<file path="src/rtl/trap_ctrl.sv">
// trap_ctrl: prioritises EX exceptions and the UART irq, sequences trap entry, flush, vector and mret return
module trap_ctrl #(
  parameter int FLUSH_CYCLES = 2,
  parameter int SYNC_STAGES  = 2
) (
  input  logic        clk,
  input  logic        rst,
  input  logic        ex_valid_i,
  input  logic [31:0] ex_pc_i,
  input  logic        ecall_i,
  input  logic        stack_mismatch_i,
  input  logic        mret_i,
  input  logic        uart_irq_i,
  input  logic        irq_en_i,
  input  logic [31:0] mtvec_i,
  input  logic [31:0] mepc_i,
  output logic        trigger_trap_o,
  output logic [31:0] cause_o,
  output logic [31:0] epc_o,
  output logic        flush_o,
  output logic        redirect_o,
  output logic [31:0] redirect_pc_o,
  output logic        trapping_o,
  output logic        double_fault_o
);
  typedef enum logic [2:0] {IDLE, TAKE, DRAIN, VECTOR, HANDLER, RETURN} state_t;
  localparam logic [2:0] DRAIN_LAST = 3'(FLUSH_CYCLES == 0 ? 0 : FLUSH_CYCLES - 1);
  state_t state, state_nx;
  logic [SYNC_STAGES-1:0] sync_q;
  logic [2:0] cnt;
  logic exc_sm, exc_ec, irq, take;
  assign exc_sm = ex_valid_i & stack_mismatch_i;
  assign exc_ec = ex_valid_i & ecall_i;
  assign irq    = sync_q[SYNC_STAGES-1] & irq_en_i & ex_valid_i;
  assign take   = (state == IDLE) & (exc_sm | exc_ec | irq);
  always_ff @(posedge clk or posedge rst)
    if (rst) state <= IDLE;
    else state <= state_nx;
  always_comb begin
    state_nx = state;
    case (state)
      IDLE:    state_nx = take ? TAKE : IDLE;
      TAKE:    state_nx = (FLUSH_CYCLES > 0) ? DRAIN : VECTOR;
      DRAIN:   state_nx = (cnt == DRAIN_LAST) ? VECTOR : DRAIN;
      VECTOR:  state_nx = HANDLER;
      HANDLER: state_nx = (ex_valid_i & mret_i) ? RETURN : HANDLER;
      RETURN:  state_nx = IDLE;
      default: state_nx = IDLE;
    endcase
  end
  always_ff @(posedge clk or posedge rst)
    if (rst) begin
      sync_q         <= '0;
      cnt            <= '0;
      cause_o        <= '0;
      epc_o          <= '0;
      redirect_pc_o  <= '0;
      double_fault_o <= 1'b0;
    end else begin
      sync_q <= {sync_q[SYNC_STAGES-2:0], uart_irq_i};
      cnt    <= (state == DRAIN) ? cnt + 3'd1 : 3'd0;
      if (take) begin
        cause_o <= exc_sm ? 32'h0000_0018 : exc_ec ? 32'h0000_000B : 32'h8000_000B;
        epc_o   <= ex_pc_i;
      end
      if (state_nx == VECTOR) redirect_pc_o <= {mtvec_i[31:2], 2'b00};
      if (state_nx == RETURN) redirect_pc_o <= {mepc_i[31:2], 2'b00};
      if (state == HANDLER && ex_valid_i && (ecall_i || stack_mismatch_i)) double_fault_o <= 1'b1;
    end
  assign trigger_trap_o = (state == TAKE);
  assign flush_o        = (state == TAKE) | (state == DRAIN) | (state == VECTOR) | (state == RETURN);
  assign redirect_o     = (state == VECTOR) | (state == RETURN);
  assign trapping_o     = (state == HANDLER) | (state == RETURN);
endmodule

</file>
<file path="config.mk">
export PLATFORM = sky130hd
export DESIGN_NAME = trap_ctrl
export DESIGN_NICKNAME = d
export VERILOG_FILES = /design/src/rtl/trap_ctrl.sv
export SDC_FILE = /design/constraint.sdc
export NUM_CORES = 1
export LEC_CHECK = 0
export ABC_AREA = 1
export BUFFER_PORTS_ARGS = -buffer_cell sky130_fd_sc_hd__buf_4
export CAP_MARGIN = 30
export CORE_UTILIZATION = 48
export DETAILED_ROUTE_END_ITERATION = 16
export MAX_ROUTING_LAYER = met4
export PLACE_DENSITY = 0.82
export SLEW_MARGIN = 20
export SYNTH_ARGS = -nofsm -noshare
export SYNTH_HDL_FRONTEND = slang
export SYNTH_SLANG_ARGS = --single-unit
export TNS_END_PERCENT = 50
</file>
<file path="constraint.sdc">
create_clock -name clk -period 6.05 [get_ports clk]
set_input_delay 0.3025 -clock clk [delete_from_list [all_inputs] [get_ports clk]]
set_output_delay 0.3025 -clock clk [all_outputs]
set_load 0.02 [all_outputs]
</file>
==> impl_metrics.py <==
metrics = {
    "outcome": {
        "run_status": "finished, final reports clean",
    },
    "finish": {
        "final_nets": 756,
        "multi_input_area_um2": 1360,
        "antenna_cells": 0,
        "num-fill-cells": 589,
        "drive_gt1_frac": 0.304,
        "layout_common_cells": "176 x buf_4, 170 x nand2_1, 99 x nand3_1, 75 x dfrtp_1, 66 x inv_1",
        "ff_latch_area_um2": 1880,
        "finalCoreUtilization": 0.703,
        "area_delta_synth_final_pct": 38.6,
        "layout_commonest_cell": "buf_4",
    },
    "route": {
        "viasPerCell": 4.68,
        "routed_wirelength_mm": 9.10,
        "dr_total_vias": 3532,
        "dr.pass1.iters": 4,
        "drc": 0,
        "wl_per_cell_um": 12.1,
        "drt_iter0_markers": 116,
        "drtAntennaViolNets": 0,
    },
    "clock_tree": {
        "cts_buffers": 9,
        "cts_resized": 0,
        "clock_latency_ns": 0.34,
        "clk_path_buf_depth": 2,
        "path_clk_slew_ns": 0.08,
        "ctsRootBufferMaster": "clkbuf_8",
        "cts_tree": "yes",
        "post-cts-setup-buffers": 0,
        "cts_max_level": 3,
        "cts_sinks": 75,
        "cts_hold_buf": 0,
    },
    "timing": {
        "setup_violations": 0,
        "fmax_ghz": 0.476,
        "fin_crit_sh": 0.347,
        "rsz0062_at_grt": "no",
        "hold_viol": 0,
        "relSlewSlack": 0.558,
        "finalClockSkew_ns": 0.00811,
        "setup_tns_ns": 0,
        "worstMarginPinSlew_ns": 0.661,
        "timing.final.crit_period_ns": 2.10,
        "final-max-slew-violation-count": 0,
    },
    "yosys": {
        "syn_inst": 487,
        "yosysWarningCount": 0,
        "ys_types": 19,
        "synth.avg_cell_area_um2": 7.72,
        "ys_ff_latch": 75,
        "ys_seq_area_frac": 0.499,
        "netlist_area_um2": 3760,
    },
    "setup_path": {
        "cp_max_fo": 35,
        "cp.required_ns": 6.27,
        "worstReg2RegStart": "state[1]$_DFF_PP0_",
        "timing.critical_path.from": "state[1]$_DFF_PP0_",
        "critical_path_class": "reg2reg",
        "startpoint_type": "flip-flop",
        "endpoint_kind": "flip-flop",
        "reg2reg_depth": 6,
        "critPathArrivalTime_ns": 2.32,
        "r2r_slack_ns": 3.95,
        "rr_endpoint": "epc_o[6]$_DFFE_PP0P_",
        "crit_path_end": "epc_o[6]$_DFFE_PP0P_",
    },
    "placed_design": {
        "place_hpwl_mm": 6.51,
        "routabilityCongestion": 0.797,
        "io_buffers": 171,
    },
    "floorplanning": {
        "start_util": 0.507,
        "chipHeight_um": 90.5,
        "ios": 205,
        "rows": 31,
        "die_area_um2": 8190,
        "core_um2": 7410,
        "die_w_um": 90.5,
    },
    "pwr": {
        "power_frac_comb": 0.492,
        "p_clk_frac": 0.159,
        "p_leak_uw": 0.00314,
        "power_switching_uw": 1030,
        "p_int_uw": 1420,
        "power.total_uw": 2460,
        "ir_drop_mv": 0.194,
        "p_per_area_nw_per_um2": 472,
        "seqPwrFrac": 0.349,
        "swShare": 0.421,
    },
    "grt": {
        "antenna_found_initial": 0,
        "gr-total-overflow": 0,
        "grt_pass1_wl_mm": 14.8,
        "grt_max_degree": 76,
        "grt_pass1_vias": 3218,
        "globalRouteTotalUtil": 0.233,
    },
    "min_path": {
        "hp-class": "in2async",
    },
    "flow_run": {
        "drv_cap": 0,
    },
}
==> cells by family (layout without fill, tap and decap cells) <==
group / after synthesis / in the layout / synth area share
other: 1 / 29 / 0.000998
adder cells (fa/ha/maj): 2 / 2 / 0.00666
AO/OA/AOI/OAI: 5 / 5 / 0.00732
buffers and inverters: 124 / 264 / 0.166
flip-flops: 75 / 75 / 0.499
XOR/XNOR: 1 / 1 / 0.00233
AND/OR/NAND/NOR: 279 / 279 / 0.317
==> Yosys cell counts <==
cell        n  share of area
o21bai_1    1         0.0020
nand3_2     1         0.0027
nor2_1      7         0.0070
inv_2       1         0.0010
o21ai_0     3         0.0040
buf_6       2         0.0060
ha_1        2         0.0067
conb_1      1         0.0010
nand3_1    99           0.13
nand4_1     1         0.0017
nor3_4      1         0.0043
dfrtp_1    75           0.50
nand2_1   170           0.17
clkbuf_1    7         0.0070
buf_4      34          0.068
xnor2_1     1         0.0023
buf_2      13          0.017
o21ai_1     1         0.0013
inv_1      67          0.067
==> power groups by stage <==
stage	Clock [uW]	Sequential, uW	Combinational, uW
floorplan	0	1110	469
global placement	0	855	1170
detailed placement	0	862	1210
CTS	397	857	1210
global route	421	887	1310
finish	391	858	1210
==> worst max-delay path, stage by stage (launching register included) <==
cell,delay (ns)
dfrtp_1,0.46
nor3_4,0.20
buf_4,0.36
nand2_1,0.49
buf_8,0.33
nand2_1,0.07
nand2_1,0.05
==> area by class of cell <==
cell class | count | share of cell area
clock buffer | 12 | 0.0298
tap | 99 | 0.0238
inverter | 68 | 0.0490
sequential | 75 | 0.360
clock inverter | 4 | 0.00937
multi-input combinational | 316 | 0.262
timing repair buffer | 180 | 0.266
==> registers in the layout (all words and copies together) (netlist names) <==
name            cells
epc_o              32
redirect_pc_o      30
cause_o             4
cnt                 3
state               3
sync_q              2
double_fault_o      1
==> per-layer routing <==
metal / GRT usage / vias up / part of all wire
met3: 0.0715 / 10 / 0.076
met2: 0.373 / 154 / 0.49
li1: - / 1755 / -
met4: 0.0847 / 0 / 0.013
met1: 0.276 / 1613 / 0.42
met5: - / - / 0
==> how the worst min path moves through the flow <==
stage,from,endpoint,slack [ns],cells after the start
final,rst,epc_o[15]$_DFFE_PP0P_,0.03,3
after global routing,rst,epc_o[22]$_DFFE_PP0P_,0.04,3
after CTS,uart_irq_i,sync_q[0]$_DFF_PP0_,0.06,1
after detailed placement,sync_q[0]$_DFF_PP0_,sync_q[1]$_DFF_PP0_,0.34,0
after global placement,sync_q[0]$_DFF_PP0_,sync_q[1]$_DFF_PP0_,0.34,0
after floorplan,sync_q[0]$_DFF_PP0_,sync_q[1]$_DFF_PP0_,0.33,0
==> through the flow <==
stage	hold slack (ns)	setup slack (ns)	instances	instance area, um2
6_report	0.0318	3.95	754	5210
5_1_grt	0.0393	3.78	754	5210
4_1_cts	0.0561	3.95	751	5160
3_5_place_dp	0.336	3.95	735	4950
3_3_place_gp	0.336	3.78	734	4940
2_1_floorplan	0.331	3.84	515	3860
No activity file was read; power rests on OpenSTA's default activity.
